--- src/rtl/fetch_unit.sv ---
`default_nettype none
// ============================================================================
// Module   : fetch_unit
// Purpose  : Byte-wide instruction fetch with load-next immediate and redirect
// Revision : 1.0
// ============================================================================
module fetch_unit #(
    parameter int PC_WIDTH = 8
) (
    input  logic                clk,
    input  logic                rst_n,
    output logic                mem_req,
    output logic [PC_WIDTH-1:0] mem_addr,
    input  logic                mem_ack,
    input  logic [7:0]          mem_rdata,
    output logic [7:0]          instr,
    output logic                force_nop,
    output logic                instr_valid,
    output logic [PC_WIDTH-1:0] instr_pc,
    output logic [7:0]          imm,
    output logic                imm_valid,
    input  logic                stall,
    input  logic                redirect,
    input  logic [PC_WIDTH-1:0] redirect_pc
);

    localparam logic [7:0]          c_load_next = 8'h80;
    localparam logic [PC_WIDTH-1:0] c_pc_one    = {{(PC_WIDTH-1){1'b0}}, 1'b1};

    typedef enum logic [1:0] {
        S_REQ     = 2'd0,
        S_REQ_IMM = 2'd1,
        S_OUT     = 2'd2,
        S_DRAIN   = 2'd3
    } state_t;

    state_t              r_state,       w_state;
    logic [PC_WIDTH-1:0] r_pc,          w_pc;
    logic                r_mem_req,     w_mem_req;
    logic [PC_WIDTH-1:0] r_mem_addr,    w_mem_addr;
    logic [7:0]          r_instr,       w_instr;
    logic [PC_WIDTH-1:0] r_instr_pc,    w_instr_pc;
    logic                r_instr_valid, w_instr_valid;
    logic [7:0]          r_imm,         w_imm;
    logic                r_imm_valid,   w_imm_valid;
    logic                r_force_nop;
    logic                w_ack;
    logic [PC_WIDTH-1:0] w_pc_inc;

    // An ack only counts against a request we are actually driving.
    assign w_ack    = mem_ack && r_mem_req;
    assign w_pc_inc = r_pc + c_pc_one;

    always_ff @(posedge clk or negedge rst_n) begin
        if (!rst_n) begin
            r_state       <= S_REQ;
            r_pc          <= '0;
            r_mem_req     <= 1'b0;
            r_mem_addr    <= '0;
            r_instr       <= 8'h00;
            r_instr_pc    <= '0;
            r_instr_valid <= 1'b0;
            r_imm         <= 8'h00;
            r_imm_valid   <= 1'b0;
            r_force_nop   <= 1'b1;
        end else begin
            r_state       <= w_state;
            r_pc          <= w_pc;
            r_mem_req     <= w_mem_req;
            r_mem_addr    <= w_mem_addr;
            r_instr       <= w_instr;
            r_instr_pc    <= w_instr_pc;
            r_instr_valid <= w_instr_valid;
            r_imm         <= w_imm;
            r_imm_valid   <= w_imm_valid;
            r_force_nop   <= ~w_instr_valid;
        end
    end

    always_comb begin
        w_state       = r_state;
        w_pc          = r_pc;
        w_mem_req     = r_mem_req;
        w_mem_addr    = r_mem_addr;
        w_instr       = r_instr;
        w_instr_pc    = r_instr_pc;
        w_instr_valid = r_instr_valid;
        w_imm         = r_imm;
        w_imm_valid   = r_imm_valid;

        case (r_state)
            S_REQ: begin
                // REQ is entered with the request low; it rises one cycle later.
                if (!r_mem_req) begin
                    w_mem_req  = 1'b1;
                    w_mem_addr = r_pc;
                end else if (w_ack) begin
                    w_instr    = mem_rdata;
                    w_instr_pc = r_pc;
                    w_pc       = w_pc_inc;
                    if (mem_rdata == c_load_next) begin
                        w_state    = S_REQ_IMM;
                        w_mem_addr = w_pc_inc;
                    end else begin
                        w_state       = S_OUT;
                        w_instr_valid = 1'b1;
                        w_mem_req     = 1'b0;
                    end
                end
            end
            S_REQ_IMM: begin
                if (w_ack) begin
                    w_imm         = mem_rdata;
                    w_pc          = w_pc_inc;
                    w_instr_valid = 1'b1;
                    w_imm_valid   = 1'b1;
                    w_mem_req     = 1'b0;
                    w_state       = S_OUT;
                end
            end
            S_OUT: begin
                if (!stall) begin
                    w_instr_valid = 1'b0;
                    w_imm_valid   = 1'b0;
                    w_state       = S_REQ;
                end
            end
            S_DRAIN: begin
                if (w_ack) begin
                    w_mem_req = 1'b0;
                    w_state   = S_REQ;
                end
            end
            default: w_state = S_REQ;
        endcase

        // A pending unacked request must be completed at its old address first.
        if (redirect) begin
            w_pc          = redirect_pc;
            w_instr       = r_instr;
            w_instr_pc    = r_instr_pc;
            w_imm         = r_imm;
            w_instr_valid = 1'b0;
            w_imm_valid   = 1'b0;
            if (r_mem_req && !mem_ack) begin
                w_state    = S_DRAIN;
                w_mem_req  = 1'b1;
                w_mem_addr = r_mem_addr;
            end else begin
                w_state   = S_REQ;
                w_mem_req = 1'b0;
            end
        end
    end

    assign mem_req     = r_mem_req;
    assign mem_addr    = r_mem_addr;
    assign instr       = r_instr;
    assign instr_pc    = r_instr_pc;
    assign instr_valid = r_instr_valid;
    assign imm         = r_imm;
    assign imm_valid   = r_imm_valid;
    assign force_nop   = r_force_nop;

endmodule
`default_nettype wire

--- config.mk ---
export PLATFORM = sky130hd
export DESIGN_NAME = fetch_unit
export DESIGN_NICKNAME = d
export VERILOG_FILES = /design/src/rtl/fetch_unit.sv
export SDC_FILE = /design/constraint.sdc
export NUM_CORES = 1
export LEC_CHECK = 0
export CAP_MARGIN = 20
export CELL_PAD_IN_SITES_DETAIL_PLACEMENT = 1
export CELL_PAD_IN_SITES_GLOBAL_PLACEMENT = 2
export CORE_ASPECT_RATIO = 0.6
export CORE_MARGIN = 3
export CORE_UTILIZATION = 34
export DETAILED_ROUTE_END_ITERATION = 10
export GPL_TIMING_DRIVEN = 0
export PLACE_DENSITY_LB_ADDON = 0.15
export SETUP_SLACK_MARGIN = 0.2
export SYNTH_ARGS = -nofsm -noshare
export SYNTH_HDL_FRONTEND = slang
export SYNTH_SLANG_ARGS = --single-unit
--- constraint.sdc ---
create_clock -name clk -period 2.9 [get_ports clk]
set_input_delay 0.29 -clock clk [delete_from_list [all_inputs] [get_ports clk]]
set_output_delay 0.29 -clock clk [all_outputs]
set_load 0.01 [all_outputs]
==> flow_summary_export.csv, run 1 <==
group,metric,value,unit
synth,avgSynthCellArea,11.93,um^2
setup_path,rr_worst_depth,3,
synth,syn_area,0.002243,mm^2
finish,syn2layout_area_growth,34.58,%
clock_tree,path_clk_slew,0.09,ns
setup_path,startpoint_type,"input pin",
sta,tightest_slew,0.5288,ns
synth,synth_cell_types,40,
grt,antenna_found_initial,0,
finish,multi_input_area,0.001008,mm^2
synth,synth_seq_cells,46,
pwr,vdd_drop_max,0.3712,mV
synth,synth_top_area_share,50.20,%
floorplanning,initial_utilization,35.90,%
floorplanning,coreArea,0.006248,mm^2
grt,grt_pass1_wl,9.349,mm
place,gp_congestion,0.7247,
sta,hold_viol,0,
setup_path,setup.worst_path.class,"input pin to flip-flop",
sta,slew_headroom,64.75,%
clock_tree,cts.sinks,46,
finish,drive_gt1_share,23.72,%
hold_path,hold_path.class,"input pin to flip-flop",
finish,antenna_cells,0,
synth,yosysSeqAreaShare,51.37,%
synth,synth_area_leader_cell,"dfrtp_1",
floorplanning,dieArea,0.007641,mm^2
floorplanning,ios,57,
grt,busiest_layer,"met1",
grt,grtUsageMet2,20.54,%
detailed_routing,drt-pass1-iter-count,4,
clock_tree,tritoncts,"yes",
setup_path,cp.arrival,2.13,ns
synth,synth-simple-area-share,15.78,%
grt,grt.met3_usage,4.534,%
pwr,powerDensity,900.4,mW/mm^2
detailed_routing,drcViolationCount,0,
synth,synth-async-reset-ratio,100.0,%
synth,yosysWarnings,0,
finish,fin_nets,274,
setup_path,critPathMaxFanout,10,
synth,synthXorXnorAreaFrac,4.685,%
synth,synthTopCellsByArea,"dfrtp_1 (50%), mux2_2 (16%), o21ai_0 (3.1%)",
sta,max_freq,523.3,MHz
detailed_routing,routed_wl,5.704,mm
clock_tree,hold_buffers,1,
hold_path,hold_depth,3,
synth,synth_compound_area_share,7.027,%
clock_tree,numCtsBuffers,5,
synth,synth_top_cells_by_count,"dfrtp_1 (45), mux2_2 (31), nand2_1 (17)",
pwr,totalPowerFinal,2718,uW
sta,rsz0062_at_grt,"no",
clock_tree,clk_latency,0.30,ns
detailed_routing,wire_per_inst,16.93,um
clock_tree,cts_resized,0,
clock_tree,cts_root_buf,"clkbuf_8",
clock_tree,h-tree-depth,2,
place,numPortBuffers,55,
synth,syn_nets,210,
finish,seqCellArea,0.001152,mm^2
floorplanning,fp-row-count,22,
pwr,power.leakage,0.001241,uW
sta,slew_violations,0,
sta,whs,0.3447,ns
detailed_routing,via_count,1660,
clock_tree,cts_setup_buffers,0,
sta,period_minus_slack,1.911,ns
setup_path,cp-end-kind,"flip-flop",
finish,nFillCells,669,
detailed_routing,first_iter_violations,54,
synth,ys.flop_type,"dfrtp_1",
finish,fin_util,48.32,%
sta,setup_violations,0,
synth,synth_edf_count,0,
grt,overflow,0,
grt,grt_usage,15.83,%
synth,syn_inst,188,
grt,grt_max_degree,36,
grt,grt_pass1_vias,1680,
synth,yosys.cell_count.top_type,"dfrtp_1",
clock_tree,max-clock-path-buffers,2,
finish,layoutNonFillerInstCount,337,
place,placed_cells,328,
detailed_routing,final_antenna_net_count,0,
grt,use_met1,25.12,%
sta,finalCritPeriodShare,65.89,%
setup_path,cp.required,3.12,ns
synth,synth_top_family_by_area,"multiplexers",
detailed_routing,viasPerCell,4.926,
sta,fin_tns_setup,0,ns
synth,synthMuxAreaShare,16.90,%
outcome,status,"complete, no violations",
synth,synthAdderAreaFrac,0.5577,%
run,maxCapViolCount,0,
sta,clock_skew,0.005043,ns
place,hpwl,4.223,mm
floorplanning,die_x,110.9,um
floorplanning,fp.dieH,68.92,um
[metrics by stage]
stage / setup WS [ns] / area, um^2
final: 0.9892 / 3019
after global routing: 0.8502 / 3019
after CTS: 1.000 / 3019
after detailed placement: 0.6684 / 2914
after global placement: 0.1122 / 2899
after floorplan: 1.418 / 2243
[worst paths after layout]
path                                            to              startpoint  slack [ns]
setup / recovery               r_pc[5]$_DFFE_PN0P_                redirect        0.99
hold / removal              r_state[1]$_DFFE_PN0P_                 mem_ack        0.34
setup reg to reg                imm[4]$_DFFE_PN0P_  r_state[0]$_DFFE_PN0P_        1.08
hold reg to reg               instr[7]$_DFFE_PN0P_    instr[7]$_DFFE_PN0P_        0.51
max in group asynchronous  instr_pc[2]$_DFFE_PN0P_                   rst_n        2.01
min in group asynchronous      r_pc[3]$_DFFE_PN0P_                   rst_n        0.40
[report_power, final]
part / switching [uW] / internal [uW] / total (uW)
clock: 223 / 192 / 415
combinational: 544 / 720 / 1260
sequential: 143 / 897 / 1040
[cells by family after synthesis]
logic type,count (synthesis)
adders and majority gates,1
xor gates and xnor gates,12
and+or+nand+nor,57
buffers and inverters,13
DFF,46
muxes,34
AOI/OAI and AO/OA,25
[per-layer routing]
metal | share of wire (%) | vias up
met1 | 56 | 824
met4 | 0.60 | 0
met3 | 4.4 | 5
met2 | 39 | 30
met5 | 0 | -
li1 | - | 801
[cells in the final DEF (no fill, tap or decap), drive strengths merged, types with 5 or more instances in the layout]
cell,instances
buf,10
clkbuf,11
clkdlybuf4s50,54
dfrtp,45
mux2,31
nand2,17
nand3,7
nand4,5
nor2,9
o21ai,14
xnor2,7
xor2,5
[worst max-delay path, stage by stage]
cell and delay [ns]:
clkdlybuf4s50_1 0.66, clkbuf_1 0.40, clkbuf_1 0.47, nand2_1 0.18
o21ai_0 0.11
[registers in the layout, summed over array words and instances (netlist names)]
register,cells
instr,8
mem_req,1
r_pc,8
force_nop,1
mem_addr,8
instr_pc,8
imm_valid,1
instr_valid,1
r_state,2
imm,8
[layout make-up]
class | instances | area share (%)
sequential | 46 | 38.17
multi-input combinational | 129 | 33.40
timing repair buffer | 57 | 19.06
tap | 84 | 3.481
clock buffer | 6 | 2.735
buffer | 13 | 2.735
clock inverter | 2 | 0.4144
No activity file was read; power rests on OpenSTA's default activity.
==> inputs of run 2 (changes only) <==
- CORE_UTILIZATION: 34 -> 31
- clock period: 2.9 -> 1.92 ns (I/O delays scaled with it)
==> run 2 against run 1 <==
Effect of this change:
- total power is 61% higher
- register-to-register slack got worse by 0.75 ns
- critical path depth stayed put
- clock skew up 0.0020 ns
- core utilization fell by 2.6 points
- global-route usage shrank 0.38 points
- sequential power grew 52%
- combinational power increased by 53%
- hold slack lost 0.080 ns
- critical endpoint is now mem_addr[7]$_DFFE_PN0P_
- largest power group unchanged
==> flow_summary_export.csv, run 2 (synthesis gave the netlist of run 1 again) <==
group,metric,value,unit
setup_path,startpoint,"mem_rdata[2]",
place,numPortBuffers,55,
place,hpwl,4.495,mm
detailed_routing,routed_wl,6.072,mm
sta,setup_violations,0,
floorplanning,die_x,115.8,um
sta,tightest_slew,0.4543,ns
detailed_routing,first_iter_violations,32,
place,gp_congestion,0.7387,
pwr,powerDensity,1397,mW/mm^2
sta,rsz0062_at_grt,"no",
finish,fin_util,45.74,%
clock_tree,h-tree-depth,2,
pwr,p_int,2942,uW
sta,slew_violations,0,
setup_path,cpMaxStageDelayCell,"clkdlybuf4s50_1",
setup_path,cp_num_buf_inv,1,
setup_path,r2r_slack,0.33,ns
setup_path,cp-endpoint,"mem_addr[7]$_DFFE_PN0P_",
floorplanning,initial_utilization,32.75,%
run,maxCapViolCount,0,
clock_tree,max-clock-path-buffers,2,
pwr,power.leakage,0.001330,uW
clock_tree,numCtsBuffers,5,
finish,seqCellArea,0.001152,mm^2
setup_path,critPathMaxFanout,5,
place,placed_area,0.002918,mm^2
finish,antenna_cells,0,
finish,fin_nets,279,
floorplanning,fp-row-count,23,
setup_path,cp-end-kind,"flip-flop",
clock_tree,path_clk_slew,0.06,ns
setup_path,max_stage_delay,0.48,ns
setup_path,cp.arrival,1.83,ns
finish,layoutNonFillerInstCount,345,
clock_tree,tritoncts,"yes",
sta,hold_viol,0,
floorplanning,dieArea,0.008327,mm^2
clock_tree,clk_latency,0.29,ns
detailed_routing,via_count,1713,
sta,clock_skew,0.007022,ns
setup_path,cp.depth,5,
sta,max_freq,597.0,MHz
finish,syn2layout_area_growth,39.65,%
grt,grt_usage,15.45,%
setup_path,cp.required,2.08,ns
pwr,pwr-share-seq,36.2,%
finish,drive_gt1_share,27.13,%
pwr,p_sw,1434,uW
setup_path,reg2reg_to,"mem_addr[6]$_DFFE_PN0P_",
pwr,swShare,32.77,%
setup_path,rr_worst_depth,5,
floorplanning,coreArea,0.006849,mm^2
finish,fin_area,0.003133,mm^2
pwr,comb_power_share,44.2,%
detailed_routing,drcViolationCount,0,
sta,fin_tns_setup,0,ns
detailed_routing,drt-pass1-iter-count,4,
setup_path,startpoint_type,"input pin",
grt,overflow,0,
grt,grt_pass1_vias,1844,
detailed_routing,viasPerCell,4.965,
floorplanning,fp.dieH,71.90,um
setup_path,crit_chain,"clkdlybuf4s50_1, nor4_4, nand3_4, and3_2, or3_1",
pwr,clkPwrFrac,19.6,%
detailed_routing,final_antenna_net_count,0,
outcome,status,"complete, no violations",
finish,layout_common_cells,"clkdlybuf4s50_1 (51), dfrtp_1 (45), mux2_2 (31)",
setup_path,rr_startpoint,"r_pc[1]$_DFFE_PN0P_",
setup_path,setup.worst_path.class,"input pin to flip-flop",
grt,grt_pass1_wl,9.963,mm
sta,period_minus_slack,1.675,ns
hold_path,hold_path.class,"input pin to flip-flop",
grt,grt_max_degree,32,
place,placed_cells,331,
setup_path,cpLargestDelayFamily,"simple AND/OR/NAND/NOR gates",
grt,antenna_found_initial,0,
clock_tree,cts.sinks,46,
clock_tree,cts_root_buf,"clkbuf_16",
detailed_routing,wire_per_inst,17.60,um
sta,slew_headroom,69.71,%
floorplanning,ios,57,
finish,nFillCells,761,
sta,finalCritPeriodShare,87.24,%
pwr,vdd_drop_max,0.5240,mV
finish,final_common_cell,"clkdlybuf4s50_1",
finish,multi_input_area,0.001017,mm^2
## run 2: cell type report
class / instances / share of cell area, %
Multi-Input combinational cell: 129 / 32.47
Sequential cell: 46 / 36.78
Timing Repair Buffer: 62 / 19.81
Tap cell: 87 / 3.474
Clock buffer: 5 / 3.994
Buffer: 13 / 2.796
Clock inverter: 3 / 0.6789
## run 2: layer usage
layer	wire, um	GRT usage (%)	up-vias
met2	2492	21.73	35
met4	36	2.703	0
met5	0	0	-
met3	246	3.500	5
met1	3296	24.41	862
li1	-	-	811
## run 2: power by group through the flow
stage          Clock [uW]  Combinational, uW  Sequential, uW
2_1_floorplan           0                800            1730
3_3_place_gp            0               1910            1590
3_5_place_dp            0               1930            1600
4_1_cts               884               1950            1590
5_1_grt               936               2090            1650
6_report              859               1930            1580
## run 2: worst min path at each step
stage / from / endpoint / slack (ns) / depth (start not counted)
after floorplan: rst_n / imm[0]$_DFFE_PN0P_ / -0.10 / 0
after global placement: imm[2]$_DFFE_PN0P_ / imm[2]$_DFFE_PN0P_ / 0.49 / 1
after detailed placement: rst_n / imm[0]$_DFFE_PN0P_ / 0.15 / 1
after CTS: mem_ack / r_state[1]$_DFFE_PN0P_ / 0.26 / 3
after global routing: mem_rdata[5] / imm[5]$_DFFE_PN0P_ / 0.28 / 2
final: mem_ack / r_state[1]$_DFFE_PN0P_ / 0.26 / 3
## run 2: timing repair
item | CTS | global route
endpoints found under the setup margin | 17 | 9
pin swaps | 2 | 3
endpoints found under the hold margin | 15 | 0
gates resized for setup | 2 | 9
hold buffers | 1 | 0
buffers inserted | 2 | 3
## run 2: worst min-delay path, stage by stage
cell and delay, ns:
buf_6 0.13, nand2_1 0.10, a22oi_1 0.08
## run 2: stage by stage
stage	hold WS, ns	power, uW	setup WS, ns
2_1_floorplan	-0.1036	2526	0.4380
3_3_place_gp	0.4885	3494	-0.7360
3_5_place_dp	0.1518	3529	-0.1971
4_1_cts	0.2613	4425	0.2164
5_1_grt	0.2801	4672	0.1894
6_report	0.2648	4376	0.2450
==> inputs of run 3 (changes only) <==
- CORE_ASPECT_RATIO: 0.6 -> default
==> run 3 against run 2 <==
Effect of this change:
- global-route usage fell by 0.87 points
- total power fell by 5.4%
- critical path type unchanged
- combinational power is essentially flat
- non-clock buffer count is 3 lower
- highest routed layer unchanged
- setup slack improved by 0.034 ns
- sequential share of layout area up 0.92 points
- core utilization down 1.5 points
- via count is 0.82% lower
==> flow_summary_export.csv, run 3 (synthesis gave the netlist of run 1 again) <==
group,metric,value,unit
finish,final_common_cell,"clkdlybuf4s50_1",
place,numPortBuffers,55,
sta,max_freq,609.4,MHz
grt,busiest_layer,"met2",
finish,antenna_cells,0,
grt,grt_usage,14.59,%
finish,layout_common_cells,"clkdlybuf4s50_1 (54), dfrtp_1 (45), mux2_2 (31)",
pwr,powerDensity,1354,mW/mm^2
pwr,totalPowerFinal,4138,uW
floorplanning,fp-row-count,30,
finish,nFillCells,773,
pwr,vdd_drop_max,0.4829,mV
grt,grt_max_degree,33,
grt,use_met1,21.21,%
setup_path,startpoint_type,"input pin",
setup_path,cp.arrival,1.83,ns
floorplanning,coreArea,0.006907,mm^2
sta,hold_viol,0,
grt,grtUsageMet2,21.40,%
grt,grt.met3_usage,3.645,%
place,gp_congestion,0.7494,
grt,antenna_found_initial,0,
floorplanning,initial_utilization,32.48,%
floorplanning,die_x,91.07,um
sta,slew_headroom,70.27,%
outcome,status,"complete, no violations",
sta,finalCritPeriodShare,85.47,%
sta,setup_violations,0,
detailed_routing,viasPerCell,4.840,
hold_path,hold_path.class,"input pin to flip-flop",
detailed_routing,wire_per_inst,16.50,um
detailed_routing,drcViolationCount,0,
sta,rsz0062_at_grt,"no",
detailed_routing,drt-pass1-iter-count,4,
clock_tree,max-clock-path-buffers,2,
setup_path,setup.worst_path.class,"input pin to flip-flop",
detailed_routing,routed_wl,5.792,mm
floorplanning,dieArea,0.008294,mm^2
setup_path,cpMaxStageDelayCell,"clkdlybuf4s50_1",
sta,slew_violations,0,
sta,tightest_slew,0.4459,ns
clock_tree,h-tree-depth,2,
detailed_routing,final_antenna_net_count,0,
grt,grt_pass1_wl,9.542,mm
finish,fin_nets,276,
grt,grt_pass1_vias,1750,
grt,overflow,0,
clock_tree,cts_root_buf,"clkbuf_8",
sta,period_minus_slack,1.641,ns
clock_tree,tritoncts,"yes",
floorplanning,ios,57,
clock_tree,clk_latency,0.31,ns
sta,clock_skew,0.006556,ns
run,maxCapViolCount,0,
detailed_routing,via_count,1699,
place,hpwl,4.199,mm
finish,syn2layout_area_growth,36.25,%
setup_path,crit_chain,"clkdlybuf4s50_1, nor4b_4, nand3_4, and3_2, or3_1",
clock_tree,cts.sinks,46,
setup_path,cp.required,2.11,ns
setup_path,cp-end-kind,"flip-flop",
pwr,power.leakage,0.001263,uW
floorplanning,fp.dieH,91.07,um
clock_tree,numCtsBuffers,5,
clock_tree,path_clk_slew,0.09,ns
finish,drive_gt1_share,25.88,%
setup_path,critPathMaxFanout,5,
sta,fin_tns_setup,0,ns
detailed_routing,first_iter_violations,54,
setup_path,max_stage_delay,0.48,ns
[run 3: cell types whose count changed in the layout (fill, tap and decap cells not counted)]
cell	delta
nor4_1	+1
clkinv_4	-1
dlymetal6s2s_1	-3
nor4_2	-1
clkdlybuf4s50_1	+3
buf_4	-3
clkbuf_8	+6
clkbuf_16	-5
[run 3: stage by stage]
stage               setup slack, ns  util [%]  hold slack (ns)  cells  cell area [um^2]
floorplan                    0.4380         -          -0.1036    188              2243
global placement            -0.7710     42.19           0.4869    339              2914
detailed placement          -0.2381     42.41           0.1322    340              2929
CTS                          0.2568     44.18           0.2308    351              3052
global route                 0.2120     44.26           0.2615    351              3057
finish                       0.2789     44.26           0.2362    351              3057
[run 3: layout make-up]
class / instances / area (um^2) / share of cell area, %
tap: 96 / 120.1 / 3.930
clock inverter: 2 / 12.51 / 0.4093
sequential: 46 / 1152 / 37.70
multi-input combinational: 129 / 1011 / 33.07
timing repair buffer: 59 / 590.6 / 19.32
buffer: 13 / 87.58 / 2.865
clock buffer: 6 / 82.58 / 2.702
[run 3: what timing repair did]
action                                 CTS  global route
endpoints found under the hold margin   13             0
pin swaps                                1             0
buffers inserted                         2             0
gates resized for setup                  2             5
hold buffers                             1             0
setup endpoints to repair               18            12
[run 3: final timing paths]
path                                          start                       to  slack [ns]  cells after the start
worst max-delay path                   mem_rdata[6]  mem_addr[7]$_DFFE_PN0P_        0.28                      5
worst min-delay path                        mem_ack   r_state[1]$_DFFE_PN0P_        0.24                      3
worst max register to register  r_pc[1]$_DFFE_PN0P_  mem_addr[6]$_DFFE_PN0P_        0.32                      5
worst min register to register   imm[7]$_DFFE_PN0P_       imm[7]$_DFFE_PN0P_        0.51                      1
max in group asynchronous                     rst_n     instr[4]$_DFFE_PN0P_        1.09                      3
min in group asynchronous                     rst_n      r_pc[3]$_DFFE_PN0P_        0.33                      2
[run 3: power by group]
group	total (uW)	switching, uW	internal [uW]
combinational	1910	812	1100
clock	650	359	290
sequential	1570	219	1350
[run 3: routing by layer]
layer | part of all wire (%) | vias up | routed length (um)
met2 | 44 | 39 | 2556
li1 | - | 804 | -
met3 | 4.4 | 6 | 254
met1 | 50 | 850 | 2916
met5 | 0 | - | 0
met4 | 1.1 | 0 | 65
[run 3: worst max-delay path, delay by kind of cell]
family / cells / cell delay (ns)
buffers and inverters: 1 / 0.48
AND/OR/NAND/NOR: 4 / 1.16
